### src/rtl/tick_sched.sv
// tick_sched: round-robin sharing of one prescaled tick timer among N_REQ requesters.
// Define TICK_SCHED_ABORT_EN to let a granted requester abort its delay by dropping req.
module tick_sched #(
    parameter int N_REQ    = 4,
    parameter int PRESCALE = 255,
    parameter int DW       = 8
) (
    input  logic                clk,
    input  logic                n_reset,
    input  logic [N_REQ-1:0]    req,
    input  logic [N_REQ*DW-1:0] delay,
    output logic [N_REQ-1:0]    gnt,
    output logic [N_REQ-1:0]    done,
    output logic                tick,
    output logic                busy
);

    localparam int PW = (PRESCALE > 0) ? $clog2(PRESCALE + 1) : 1;
    localparam int IW = $clog2(N_REQ);
    localparam logic [PW-1:0] PRE_MAX = PW'(PRESCALE);
    localparam logic [IW-1:0] IDX_MAX = IW'(N_REQ - 1);

    typedef enum logic [1:0] {
        ST_IDLE = 2'd0,
        ST_RUN  = 2'd1,
        ST_DONE = 2'd2
    } state_t;

    function automatic logic [N_REQ-1:0] onehot(input logic [IW-1:0] idx);
        logic [N_REQ-1:0] vec;
        vec      = '0;
        vec[idx] = 1'b1;
        return vec;
    endfunction

    function automatic logic [IW-1:0] next_idx(input logic [IW-1:0] idx);
        logic [IW-1:0] nxt;
        if (idx == IDX_MAX) begin
            nxt = '0;
        end else begin
            nxt = idx + IW'(1);
        end
        return nxt;
    endfunction

    state_t            state_r;
    state_t            state_nxt_s;
    logic [PW-1:0]     pre_r;
    logic [PW-1:0]     pre_nxt_s;
    logic [DW-1:0]     rem_r;
    logic [DW-1:0]     rem_nxt_s;
    logic [IW-1:0]     ptr_r;
    logic [IW-1:0]     ptr_nxt_s;
    logic [IW-1:0]     idx_r;
    logic [IW-1:0]     idx_nxt_s;
    logic [N_REQ-1:0]  gnt_r;
    logic [N_REQ-1:0]  gnt_nxt_s;
    logic [N_REQ-1:0]  done_r;
    logic [N_REQ-1:0]  done_nxt_s;
    logic              tick_r;
    logic              tick_nxt_s;
    logic              busy_r;
    logic              busy_nxt_s;

    logic              win_found_s;
    logic [IW-1:0]     win_idx_s;
    logic [IW-1:0]     cand_idx_s;
    int                cand_s;
    logic [DW-1:0]     sel_delay_s;
    logic              wrap_s;
    logic              last_tick_s;
    logic              abort_s;

    assign gnt  = gnt_r;
    assign done = done_r;
    assign tick = tick_r;
    assign busy = busy_r;

    // Round-robin scan: first pending request at or after the pointer, wrapping.
    always_comb begin
        win_found_s = 1'b0;
        win_idx_s   = '0;
        cand_idx_s  = '0;
        cand_s      = 0;
        for (int k = 0; k < N_REQ; k++) begin
            cand_s = int'(ptr_r) + k;
            if (cand_s >= N_REQ) begin
                cand_s = cand_s - N_REQ;
            end else begin
                cand_s = cand_s;
            end
            cand_idx_s = IW'(cand_s);
            if (!win_found_s && req[cand_idx_s]) begin
                win_found_s = 1'b1;
                win_idx_s   = cand_idx_s;
            end else begin
                win_found_s = win_found_s;
            end
        end
    end

    assign sel_delay_s = delay[int'(win_idx_s)*DW +: DW];
    assign wrap_s      = (pre_r == PRE_MAX);
    assign last_tick_s = wrap_s && (rem_r == DW'(1));

`ifdef TICK_SCHED_ABORT_EN
    assign abort_s = (state_r == ST_RUN) && !req[idx_r];
`else
    assign abort_s = 1'b0;
`endif

    // State register.
    always_ff @(posedge clk or negedge n_reset) begin
        if (!n_reset) begin
            state_r <= ST_IDLE;
        end else begin
            state_r <= state_nxt_s;
        end
    end

    // Next-state decode; DONE holds until its done pulse has been driven.
    always_comb begin
        state_nxt_s = state_r;
        case (state_r)
            ST_IDLE: begin
                if (win_found_s) begin
                    if (sel_delay_s == DW'(0)) begin
                        state_nxt_s = ST_DONE;
                    end else begin
                        state_nxt_s = ST_RUN;
                    end
                end else begin
                    state_nxt_s = ST_IDLE;
                end
            end
            ST_RUN: begin
                if (abort_s) begin
                    state_nxt_s = ST_IDLE;
                end else if (last_tick_s) begin
                    state_nxt_s = ST_DONE;
                end else begin
                    state_nxt_s = ST_RUN;
                end
            end
            ST_DONE: begin
                if (|done_r) begin
                    state_nxt_s = ST_IDLE;
                end else begin
                    state_nxt_s = ST_DONE;
                end
            end
            default: begin
                state_nxt_s = ST_IDLE;
            end
        endcase
    end

    // Next values of the datapath and of every registered output.
    always_comb begin
        pre_nxt_s  = pre_r;
        rem_nxt_s  = rem_r;
        ptr_nxt_s  = ptr_r;
        idx_nxt_s  = idx_r;
        gnt_nxt_s  = gnt_r;
        done_nxt_s = '0;
        tick_nxt_s = 1'b0;
        busy_nxt_s = (state_nxt_s != ST_IDLE);
        case (state_r)
            ST_IDLE: begin
                if (win_found_s) begin
                    idx_nxt_s = win_idx_s;
                    gnt_nxt_s = onehot(win_idx_s);
                    rem_nxt_s = sel_delay_s;
                    pre_nxt_s = '0;
                end else begin
                    gnt_nxt_s = '0;
                end
            end
            ST_RUN: begin
                if (abort_s) begin
                    gnt_nxt_s = '0;
                    ptr_nxt_s = next_idx(idx_r);
                end else if (wrap_s) begin
                    pre_nxt_s  = '0;
                    tick_nxt_s = 1'b1;
                    rem_nxt_s  = rem_r - DW'(1);
                    if (last_tick_s) begin
                        done_nxt_s = onehot(idx_r);
                    end else begin
                        done_nxt_s = '0;
                    end
                end else begin
                    pre_nxt_s = pre_r + PW'(1);
                end
            end
            ST_DONE: begin
                if (|done_r) begin
                    gnt_nxt_s = '0;
                    ptr_nxt_s = next_idx(idx_r);
                end else begin
                    done_nxt_s = onehot(idx_r);
                end
            end
            default: begin
                gnt_nxt_s = '0;
            end
        endcase
    end

    // Datapath and output registers.
    always_ff @(posedge clk or negedge n_reset) begin
        if (!n_reset) begin
            pre_r  <= '0;
            rem_r  <= '0;
            ptr_r  <= '0;
            idx_r  <= '0;
            gnt_r  <= '0;
            done_r <= '0;
            tick_r <= 1'b0;
            busy_r <= 1'b0;
        end else begin
            pre_r  <= pre_nxt_s;
            rem_r  <= rem_nxt_s;
            ptr_r  <= ptr_nxt_s;
            idx_r  <= idx_nxt_s;
            gnt_r  <= gnt_nxt_s;
            done_r <= done_nxt_s;
            tick_r <= tick_nxt_s;
            busy_r <= busy_nxt_s;
        end
    end

endmodule

### config.mk
export PLATFORM = sky130hd
export DESIGN_NAME = tick_sched
export DESIGN_NICKNAME = d
export VERILOG_FILES = /design/src/rtl/tick_sched.sv
export SDC_FILE = /design/constraint.sdc
export NUM_CORES = 1
export LEC_CHECK = 0
export CAP_MARGIN = 40
export CELL_PAD_IN_SITES_DETAIL_PLACEMENT = 0
export CELL_PAD_IN_SITES_GLOBAL_PLACEMENT = 1
export CORE_MARGIN = 5
export CORE_UTILIZATION = 30
export CTS_CLUSTER_SIZE = 10
export DETAILED_ROUTE_END_ITERATION = 12
export GPL_ROUTABILITY_DRIVEN = 0
export GPL_TIMING_DRIVEN = 0
export PLACE_DENSITY_LB_ADDON = 0.12
export RECOVER_POWER = 25
export SYNTH_ARGS = -nofsm -noshare
export SYNTH_HDL_FRONTEND = slang
export SYNTH_SLANG_ARGS = --single-unit
### constraint.sdc
create_clock -name clk -period 2.1 [get_ports clk]
set_input_delay 0.42 -clock clk [delete_from_list [all_inputs] [get_ports clk]]
set_output_delay 0.42 -clock clk [all_outputs]
set_load 0.03 [all_outputs]
; ---- Yosys cells after proc, flatten, opt, wreduce, memory -nomap -nowiden
; Index checks and enable logic that the tools add are counted.
; W data, S select, Z words.
[classes]
add_sub_neg = 10
bitwise_logic = 1
eq_ne = 8
shift = 1
n_reduce_logical = 19
magnitude_cmp = 12
mux = 45
[ops]
columns = operator, n
row1 = $mux W8, 4
row2 = $pmux W8 S2, 2
row3 = $shiftx A32 B6 Y8, 1
row4 = $mux W2, 13
row5 = $mux W4, 5
row6 = $lt A2 B3 Y1 const B, 6
row7 = $mux W1, 12
row8 = $pmux W4 S3, 1
row9 = $ge A3 B3 Y1 const B, 3
row10 = $add A8 B1 Y8 const B, 1
row11 = $bmux W1 S2, 4
row12 = $eq A8 B1 Y1 const B, 1
row13 = $eq A8 B8 Y1 const B, 1
row14 = $logic_not A8 Y1, 1
row15 = $pmux W4 S2, 1
row16 = $reduce_and A2 Y1, 4
row17 = $sub A2 B1 Y2 const B, 4
row18 = $sub A8 B1 Y8 const B, 1
row19 = $add A2 B2 Y3 const B, 2
row20 = $logic_and A1 B1 Y1, 6
row21 = $ne A2 B2 Y1 const B, 3
row22 = $pmux W2 S3, 1
row23 = $demux W1 S2, 2
row24 = $eq A2 B2 Y1 const B, 2
row25 = other kinds (11), 15
[totals]
reg_bits = 32
in_bits = 38
out_inout_bits = 10

; ---- Longest topological paths before layout
; Gate-level depths: netlist of the first run.
[logic_depth]
ltp_word = 20
ltp_mapped = 11

; ---- Worst setup path after synthesis of the first run
; No wires, ideal clock.
[synth_path]
kind = in2reg
from = in req[1]
to = reg state_r[0]
arrival_ns = 1.932
path_slack_ns = 0.030
required_ns = 1.962
setup_time_ns = 0.138
cell_stages = 10
path_buffers = 2
cell_sequence = nand2b_2 > a21oi_1 > o32a_1 > buf_6 > buf_8 > mux2i_1 > mux2_2 > nand2_1 > nor4_2 > o32ai_1
[synth_via]
elab_chain_cells = 17
[synth_lines]
columns = item, line
row1 = from (decl), 10  ; input logic [N_REQ-1:0] req,
row2 = $bmux W1 S2, 93  ; if (!win_found_s && req[cand_idx_s]) begin
row3 = $mux W1 (not written as such), 93
row4 = $mux W1, 93
row5 = $logic_not A1 Y1, 93
row6 = $logic_and A1 B1 Y1, 93
row7 = $mux W1, 93
row8 = $logic_not A1 Y1, 93
row9 = $logic_and A1 B1 Y1, 93
row10 = (+2 left out), n/a
row11 = $logic_and A1 B1 Y1, 93
row12 = $mux W2, 93
row13 = $shiftx A32 B6 Y8, 102  ; assign sel_delay_s = delay[int'(win_idx_s)*DW +: DW];
row14 = $logic_not A8 Y1, 127  ; if (sel_delay_s == DW'(0)) begin
row15 = $mux W2, 127
row16 = $mux W2 *, 126  ; if (win_found_s) begin
row17 = $pmux W2 S3 *, 124  ; case (state_r)
row18 = named net state_nxt_s[0], 47  ; state_t state_nxt_s;
row19 = to (signal assigned), 117  ; state_r <= state_nxt_s;
row20 = to (decl), 46  ; state_t state_r;
; The timed path passes the listed nets; every way through them passes the cells marked *. The select of a mux whose other input is x is not followed.
; A chain may end at the register's enable or synchronous reset.

; ---- Final worst setup path of the first run
; Same ends and word-level chain as after synthesis.

==> key figures, run 1 <==
Logic synthesis
  – Synth Register Bits: 32
  – Mapped Cells: 230
  – Number of synthesized flops with an enable pin: 0
  – Simple-gate share of the synthesized area: roughly a fifth
  – Cell area after synthesis: around 2100 µm²
  – Mux cell area share after synthesis: between 10% and 20%
  – Synth Area in XOR/XNOR: approximately 1.3%
  – Main combinational cell family by area after synthesis: simple AND/OR/NAND/NOR gates
  – Synth Area in Compound Gates: between 10% and 20%
  – Primary FF master, synth: dfrtp_1
  – Synth warn: 0
  – Syn avg cell area: around 9.0 µm²
  – Syn nets: between 200 and 300
  – Fraction of registers with async set/reset: 100%
  – Post-synthesis sequential area ratio: 38.5%
  – Post-synthesis cell type count: 42
  – Synth Area in Adders: around 6.6%

Layout
  – Most common cell after layout, fill and taps aside: clkdlybuf4s50_1
  – Nets: 345
  – Finished Layout Cells: 376
  – N_diodes: 0
  – Layout cell share with drive strength beyond 1: between 10% and 20%
  – Layout area overhead: 42.4%
  – Fill cells: around 700
  – Fin util: between 40 and 50%
  – Most frequent cells in the layout: clkdlybuf4s50_1 (42), dfrtp_1 (31), nand2_1 (25)

Clocking
  – Clock transition at path regs: roughly 60 ps
  – H-tree Lvls: 2
  – Sink Count: 32
  – CTS root buffer: clkbuf_8
  – CTS max path bufs: 2
  – CTS tree: built
  – Worst-Skew Late Latency: 280 ps
  – Number of CTS-inserted buffers: 5
  – Post-cts hold buffer count: 0

Global route
  – Largest net degree at the start of global routing: 33
  – Total GRT Usage: between 10 and 15%
  – First-pass GRT wire length: 9940 µm
  – Via count of the first global-routing pass: just under 2,000
  – Initial antenna violation count: 0
  – GRT overflow: 0

Timing
  – Final hold vios: 0
  – Maximum clock frequency: around 440 MHz
  – Final period util: 108%
  – Clock Skew: just under 3 ps
  – Hold Worst Slack: ~240 ps
  – Final min period: between 2000 and 2500 ps
  – Setup WS post-layout: -165 ps
  – Final setup violating endpoints: 4
  – Max Slew Vio Count: 0
  – Rel. slew slack: roughly 43%
  – Setup repair after global routing missed its margin: true
  – Worst Max-Slew Pin Slew: between 800 and 900 ps

Pwr
  – Net Sw Power: roughly 310 µW
  – Power Internal: approximately 980 µW
  – Sw Ratio: ~24%
  – Max VDD drop: around 0.21 mV
  – Sequential power share: between 40% and 50%
  – Clock share of power: 34.7%
  – Pwr Density: 435 nW/µm²
  – Comb power frac: roughly 18%
  – Leak pwr: about 0.0013 µW

Detailed routing
  – Iter 0 DRT Violations: 60
  – Via/cell ratio: 5.07
  – DRT antenna net count: 0
  – Drt drc: 0
  – Drt wl/cell: between 15 and 20 µm
  – Initial DRT Pass Iterations: 4
  – Routed Wire Length: ~6000 µm
  – Vias: ~1,900

Hold path
  – Worst hold path class: primary input to async pin

Place
  – Placed cells: 357
  – # port buffers: 47
  – HPWL after detailed placement: around 4300 µm

Critical path
  – CP startpoint kind: primary input
  – CP required: between 2000 and 2500 ps
  – Crit Path Category: primary input to flop
  – Worst-path fanout max: 6
  – WP data arrival: between 2000 and 2500 ps
  – CP endpoint kind: flop
  – Reg2reg path depth: 10

Floorplanning
  – Core ar.: ~6800 µm²
  – # rows: 30
  – DIE AREA: between 8000 and 9000 µm²
  – Die height: 93.3 µm
  – Initial Util: a little under a third
  – DIE WIDTH: just over 90 µm
  – Io pins: 48

Status
  – Status: complete, but fails checks
  – Failing checks: setup timing

Run
  – Max-Cap Viols: 0
## what timing repair did
action	CTS	global route
gates resized for setup	30	23
pin swaps	6	6
gates cloned	0	0
buffers inserted	13	1
setup endpoints to repair	14	20
## metrics by stage
step	power [µW]	setup TNS [ps]	area, µm²	setup WS (ps)
finish	1290	-390	2960	-165
global route	1360	-880	2960	-240
CTS	1310	-259	2910	-137
detailed placement	804	-14840	2650	-1180
global placement	805	-23120	2650	-1230
floorplan	700	0	2080	30.2
## layer usage
layer / vias to the layer above / part of all wire (%) / GRT usage, %
met5: - / 0 / 0
met4: 0 / 1.4 / 5.13
met3: 9 / 3.4 / 2.82
met2: 26 / 47 / 24.5
met1: 915 / 48 / 19.0
li1: 957 / - / -
## registers in the layout, indices dropped and copies added, names as in the netlist
register  cells
tick          1
pre_r         8
busy          1
rem_r         8
idx_r         2
ptr_r         2
gnt           4
state_r       2
done          4
## synth_stat cells (all sizes together) (3+ instances only)
master / instances / area (µm²)
mux2i: 15 / 150
nor3: 4 / 20.0
nand3b: 3 / 22.5
a22o: 5 / 43.8
nand3: 7 / 35.0
o31ai: 3 / 22.5
o21ai: 16 / 80.1
nor2: 14 / 52.6
and2: 5 / 31.3
dfrtp: 32 / 801
nand4: 3 / 18.8
and3: 7 / 43.8
nor4: 4 / 31.3
a21oi: 14 / 70.1
inv: 14 / 52.6
buf: 3 / 31.3
clkbuf: 7 / 26.3
ha: 11 / 138
nand2: 27 / 101
mux2: 7 / 78.8
nand2b: 4 / 27.5
## power by group through the flow
stage	sequential, µW	combinational [µW]	clock (µW)
floorplan	628	71.5	0
global placement	628	177	0
detailed placement	628	176	0
CTS	616	222	476
global route	616	245	502
finish	616	226	447
## worst max-delay path, cell delays in order
cell,delay [ps]
clkdlybuf4s15_2,230
nand2b_4,140
a21oi_2,40
o32a_1,350
buf_6,150
buf_6,120
mux2i_1,140
mux2_4,170
nand4_1,130
nor4_4,370
o32ai_1,140
## cell type report
cell class                      instances  area [µm²]  share of cell area (%)
Multi-Input combinational cell        174        1280                    43.3
Sequential cell                        32         802                    27.1
Timing Repair Buffer                   61         586                    19.8
Tap cell                               80         100                    3.38
Clock buffer                            6        72.6                    2.45
Buffer                                  8        62.6                    2.11
Inverter                               14        52.6                    1.77
Clock inverter                          1        5.00                   0.169
## worst paths after layout
| check | to | slack [ps] | startpoint |
|---|---|---|---|
| max in group asynchronous | ptr_r[1] | 1270 | n_reset |
| max | state_r[0] | -170 | req[1] |
| min | gnt[1] | 240 | n_reset |
| max reg2reg | state_r[0] | -160 | ptr_r[0] |
| min reg2reg | gnt[1] | 480 | gnt[1] |
| min in group clk | gnt[1] | 480 | gnt[1] |
## cell families (layout without fill, tap and decap cells)
group,count (synthesis),count (layout)
fa+ha+maj,11,11
xor+xnor,3,3
buf+inv,24,90
compound gates,55,55
mux,22,22
simple gates,83,83
flops,32,32
No activity file was read; power rests on OpenSTA's default activity.
==> inputs of run 2 (changes only) <==
SLEW_MARGIN = 20   (was unset)
==> run 2 against run 1 <==
The run still ends with setup timing left. Sequential share of layout area barely moved. Non-clock buffer count is 3 lower. Final cell count decreased by 0.53%. Via count rose by 0.21%. Highest routed layer unchanged. Hold slack worse by 63 ps. Global-route usage hardly changed. Clock-buffer cell count is the same.
==> key figures, run 2 (synthesized netlist as in run 1, its figures left out) <==
Detailed routing
  – DRT antenna net count: 0
  – Drt wl/cell: between 15 and 20 µm
  – Vias: 1,911
  – Initial DRT Pass Iterations: 4
  – Iter 0 DRT Violations: 60
  – Via/cell ratio: about 5.1
  – Drt drc: 0
  – Routed Wire Length: 6000 µm

Layout
  – N_diodes: 0
  – Nets: about 340
  – Most common cell after layout, fill and taps aside: clkdlybuf4s50_1
  – Most frequent cells in the layout: clkdlybuf4s50_1 (42), dfrtp_1 (31), nand2_1 (25)
  – Layout area overhead: 42.7%
  – Largest registers: pre_r (8), rem_r (8)
  – Layout cell share with drive strength beyond 1: between 10% and 20%
  – Final Instance Area: around 3000 µm²
  – Multi-input gate area: 1300 µm²
  – Register area: ~800 µm²
  – Fill cells: approximately 690

Status
  – Status: complete, but fails checks
  – Failing checks: setup timing

Clocking
  – Post-cts hold buffer count: 0
  – H-tree Lvls: 2
  – CTS root buffer: clkbuf_8
  – CTS tree: built
  – Worst-Skew Late Latency: ~290 ps
  – CTS max path bufs: 2
  – Sink Count: 32
  – Clock transition at path regs: about 70 ps
  – Number of CTS-inserted buffers: 5

Global route
  – GRT overflow: 0
  – Largest net degree at the start of global routing: 21
  – Initial antenna violation count: 0
  – First-pass GRT wire length: about 9900 µm
  – Total GRT Usage: between 10 and 15%
  – Via count of the first global-routing pass: ~2,000

Pwr
  – Sequential power share: 46.0%
  – Power Internal: 1000 µW
  – Net Sw Power: about 330 µW
  – Sw Ratio: 25.0%
  – Power, Total: about 1300 µW
  – Pwr Density: 451 nW/µm²
  – Clock share of power: 37.6%
  – Leak pwr: 0.00133 µW
  – Comb power frac: between 10% and 20%
  – Max VDD drop: around 0.23 mV

Timing
  – Worst Max-Slew Pin Slew: roughly 1000 ps
  – Maximum clock frequency: roughly 440 MHz
  – Clock Skew: slightly below 7 ps
  – Setup_tns: -289 ps
  – Hold Worst Slack: ~180 ps
  – Setup repair after global routing missed its margin: true
  – Final setup violating endpoints: 3
  – Rel. slew slack: 32.7%
  – Final min period: around 2200 ps
  – Final period util: 107%
  – Final hold vios: 0
  – Max Slew Vio Count: 0
  – Setup WS post-layout: -148 ps

Place
  – Post-DP Area: around 2700 µm²
  – # port buffers: 47
  – HPWL after detailed placement: approximately 4500 µm
  – DP Worst Slack: -1190 ps

Hold path
  – Worst hold path class: primary input to async pin

Run
  – Max-Cap Viols: 0

Floorplanning
  – Core ar.: 6760 µm²
  – Io pins: 48
  – Die height: 93.3 µm
  – # rows: 30
  – DIE WIDTH: 93.3 µm
  – Initial Util: a little under a third
  – DIE AREA: slightly below 9000 µm²

Critical path
  – Reg2reg path depth: 9
  – Worst-path fanout max: 5
  – Crit. Startpoint: ptr_r[0]
  – WP data arrival: around 2500 ps
  – Crit Reg-Reg Startpoint: ptr_r[0]
  – CP endpoint kind: flop
  – Crit Path Category: flop to flop
  – CP startpoint kind: flop
  – CP required: 2320 ps
## run 2: area by class of cell
class	count	share of cell area (%)
Buffer	8	2.11
Clock buffer	6	2.78
Clock inverter	2	0.337
Inverter	14	1.77
Multi-Input combinational cell	174	43.8
Sequential cell	32	27.0
Tap cell	80	3.37
Timing Repair Buffer	58	18.8
## run 2: path summary, 6_finish.rpt
check	to	slack, ps
max in group asynchronous	pre_r[4]	510
setup reg to reg	state_r[1]	-150
min in group clk	gnt[2]	490
hold reg to reg	gnt[2]	490
setup / recovery	state_r[1]	-150
hold / removal	gnt[2]	180
## run 2: power groups by stage
| stage | Combinational, µW | Clock [µW] | Sequential, µW |
|---|---|---|---|
| after floorplan | 71.5 | 0 | 628 |
| after global placement | 177 | 0 | 628 |
| after detailed placement | 184 | 0 | 628 |
| after CTS | 220 | 523 | 616 |
| after global routing | 237 | 551 | 615 |
| final | 219 | 504 | 616 |
## run 2: routing by layer
metal | global-route usage [%] | share of wire (%)
met1 | 19.0 | 49
met3 | 3.06 | 3.5
met5 | 0 | 0
met4 | 5.49 | 1.6
met2 | 24.1 | 46
## run 2: repair_timing
action	4_1_cts	5_1_grt
buffers inserted	7	2
hold endpoints to repair	0	0
setup endpoints to repair	14	21
pin swaps	7	2
gates resized for setup	31	22
cloned	1	0
## run 2: through the flow
stage                     cells  utilization, %
final                       374            43.9
after global routing        374            43.9
after CTS                   372            43.1
after detailed placement    358            39.6
after global placement      357            39.2
after floorplan             230               -
## run 2: worst max-delay path, stage by stage, from the launching register on
cell      delay [ps]
dfrtp_1          400
nand2b_4         150
and2b_1          170
o32a_1           250
buf_6            170
mux2i_1          160
mux2_2           200
nand4_1          140
nor4_4           360
a22o_1           190
==> inputs of run 3 (changes only) <==
CAP_MARGIN = 20   (was 40)
GPL_TIMING_DRIVEN = unset   (was 0)
==> run 3 against run 2 <==
The flow still finishes with violations (setup timing). Hold slack better by 300 ps. Maximum frequency is 3.2% higher. First-iteration DRC count is 6.7% higher. Power is 0.87% higher. Via count rose by 2.8%. Routed wire length is 3.1% higher. Critical path depth rose by 1. Clock-buffer cell count fell by 1. Critical path type is now primary input to flop. Highest routed layer unchanged.
==> key figures, run 3 (synthesized netlist as in run 1, its figures left out) <==
Timing
  – Final hold vios: 0
  – Setup repair after global routing missed its margin: true
  – Rel. slew slack: between 40% and 50%
  – Setup WS post-layout: -79.1 ps
  – Final min period: about 2200 ps
  – Final setup violating endpoints: 2
  – Final period util: 104%
  – Setup_tns: -139 ps
  – Maximum clock frequency: ~460 MHz
  – Clock Skew: 13.0 ps
  – Max Slew Vio Count: 0
  – Hold Worst Slack: slightly below 500 ps
  – Worst Max-Slew Pin Slew: 880 ps

Global route
  – Via count of the first global-routing pass: between 2,000 and 2,500
  – Largest net degree at the start of global routing: 33
  – Initial antenna violation count: 0
  – Total GRT Usage: between 10 and 15%
  – GRT overflow: 0
  – First-pass GRT wire length: 10,000 µm

Pwr
  – Power Internal: roughly 1000 µW
  – Net Sw Power: 349 µW
  – Leak pwr: about 0.0015 µW
  – Sequential power share: between 40% and 50%
  – Max VDD drop: between 0.2 and 0.25 mV
  – Pwr Density: around 420 nW/µm²
  – Clock share of power: 35.8%
  – Sw Ratio: approximately 26%
  – Comb power frac: 18.7%

Clocking
  – CTS root buffer: clkbuf_8
  – Sink Count: 32
  – Number of CTS-inserted buffers: 5
  – H-tree Lvls: 2
  – Worst-Skew Late Latency: 290 ps
  – CTS max path bufs: 2
  – CTS tree: built
  – Post-cts hold buffer count: 0
  – Clock transition at path regs: ~80 ps

Detailed routing
  – Via/cell ratio: 4.90
  – Drt wl/cell: about 15 µm
  – Drt drc: 0
  – DRT antenna net count: 0
  – Iter 0 DRT Violations: 64
  – Vias: around 2,000
  – Routed Wire Length: approximately 6200 µm
  – Initial DRT Pass Iterations: 4

Critical path
  – Worst R2R End: state_r[0]
  – CP required: around 2300 ps
  – Crit Path Category: primary input to flop
  – Worst-path fanout max: 7
  – Crit Reg-Reg Startpoint: ptr_r[1]
  – WP data arrival: around 2300 ps
  – Reg2reg path depth: 8
  – CP startpoint kind: primary input
  – R2R Setup Slk: -80 ps
  – CP endpoint kind: flop

Place
  – HPWL after detailed placement: 4540 µm
  – # port buffers: between 40 and 50

Hold path
  – Hold path endpoint: gnt[1]
  – Worst hold path class: flop to flop
  – Worst hold start: gnt[1]
  – WHS Path Cells: 2

Status
  – Status: complete, but fails checks
  – Failing checks: setup timing

Layout
  – Largest registers: pre_r (8), rem_r (8)
  – Layout cell share with drive strength beyond 1: a little over a quarter
  – Most common cell after layout, fill and taps aside: clkdlybuf4s50_1
  – Fill cells: 675
  – N_diodes: 0
  – Layout area overhead: 53.0%
  – Most frequent cells in the layout: clkdlybuf4s50_1 (42), buf_4 (38), dfrtp_1 (31)
  – Nets: between 300 and 400

Floorplanning
  – Core ar.: around 6800 µm²
  – Initial Util: between 30% and 40%
  – # rows: 30
  – Die height: approximately 93 µm
  – Io pins: 48
  – DIE WIDTH: a little over 90 µm
  – DIE AREA: roughly 8700 µm²

Run
  – Max-Cap Viols: 0
==> run 3: cell count changes in the layout (fill, tap and decap cells not counted), sizes merged <==
cell and change:
clkbuf -4, clkinv +1, dlygate4sd3 +1, dlymetal6s2s -1, buf +32, clkdlybuf4s15 -2
==> run 3: timing repair <==
| action | CTS | global route |
|---|---|---|
| buffers inserted | 1 | 6 |
| pin swaps | 5 | 9 |
| gates cloned | 1 | 0 |
| resized for setup | 17 | 28 |
| endpoints found under the setup margin | 13 | 12 |
==> run 3: worst max path at each step <==
stage / from / end / slack, ps / cells past startpoint
final: req[1] / state_r[0] / -80 / 10
after global routing: ptr_r[0] / state_r[0] / -190 / 9
after CTS: ptr_r[0] / state_r[1] / -20 / 9
after detailed placement: req[1] / state_r[0] / -600 / 10
after global placement: req[1] / pre_r[7] / -610 / 11
after floorplan: req[1] / state_r[0] / 30 / 10
==> run 3: stage by stage <==
step | cell area (µm²) | setup slack (ps) | cells | power [µW] | utilization, %
final | 3180 | -79.1 | 401 | 1350 | 47.1
after global routing | 3180 | -191 | 401 | 1410 | 47.1
after CTS | 3060 | -21.8 | 395 | 1330 | 45.2
after detailed placement | 2890 | -605 | 385 | 832 | 42.8
after global placement | 2890 | -606 | 385 | 831 | 42.8
after floorplan | 2080 | 30.2 | 230 | 700 | -
==> run 3: critical path: stages <==
cell and delay, ps:
clkdlybuf4s15_1 210, nand2b_4 150, a21oi_2 40, o32a_4 410, buf_12 160, mux2i_2 190
mux2_4 180, nand4_1 120, nor4_2 320, o32ai_1 140
==> run 3: area by class of cell <==
class	instances	area [µm²]	area share (%)
multi-input combinational	174	1290	40.4
clock buffer	5	68.8	2.16
clock inverter	3	18.8	0.590
timing repair buffer	93	853	26.8
tap	80	100	3.15
inverter	14	52.6	1.65
sequential	32	802	25.2
==> run 3: power by group through the flow <==
stage               sequential, µW  clock [µW]  combinational (µW)
finish                         616         483                 252
global route                   616         524                 272
CTS                            616         499                 220
detailed placement             628           0                 204
global placement               628           0                 203
floorplan                      628           0                71.5
==> run 3: layer usage <==
metal  up-vias  part of all wire [%]  global-route usage [%]
li1       1009                     -                       -
met1       921                    46                    18.2
met2        29                    49                    25.3
met3         6                   4.0                    3.94
met4         0                   1.2                    4.03
met5         -                     0                       0
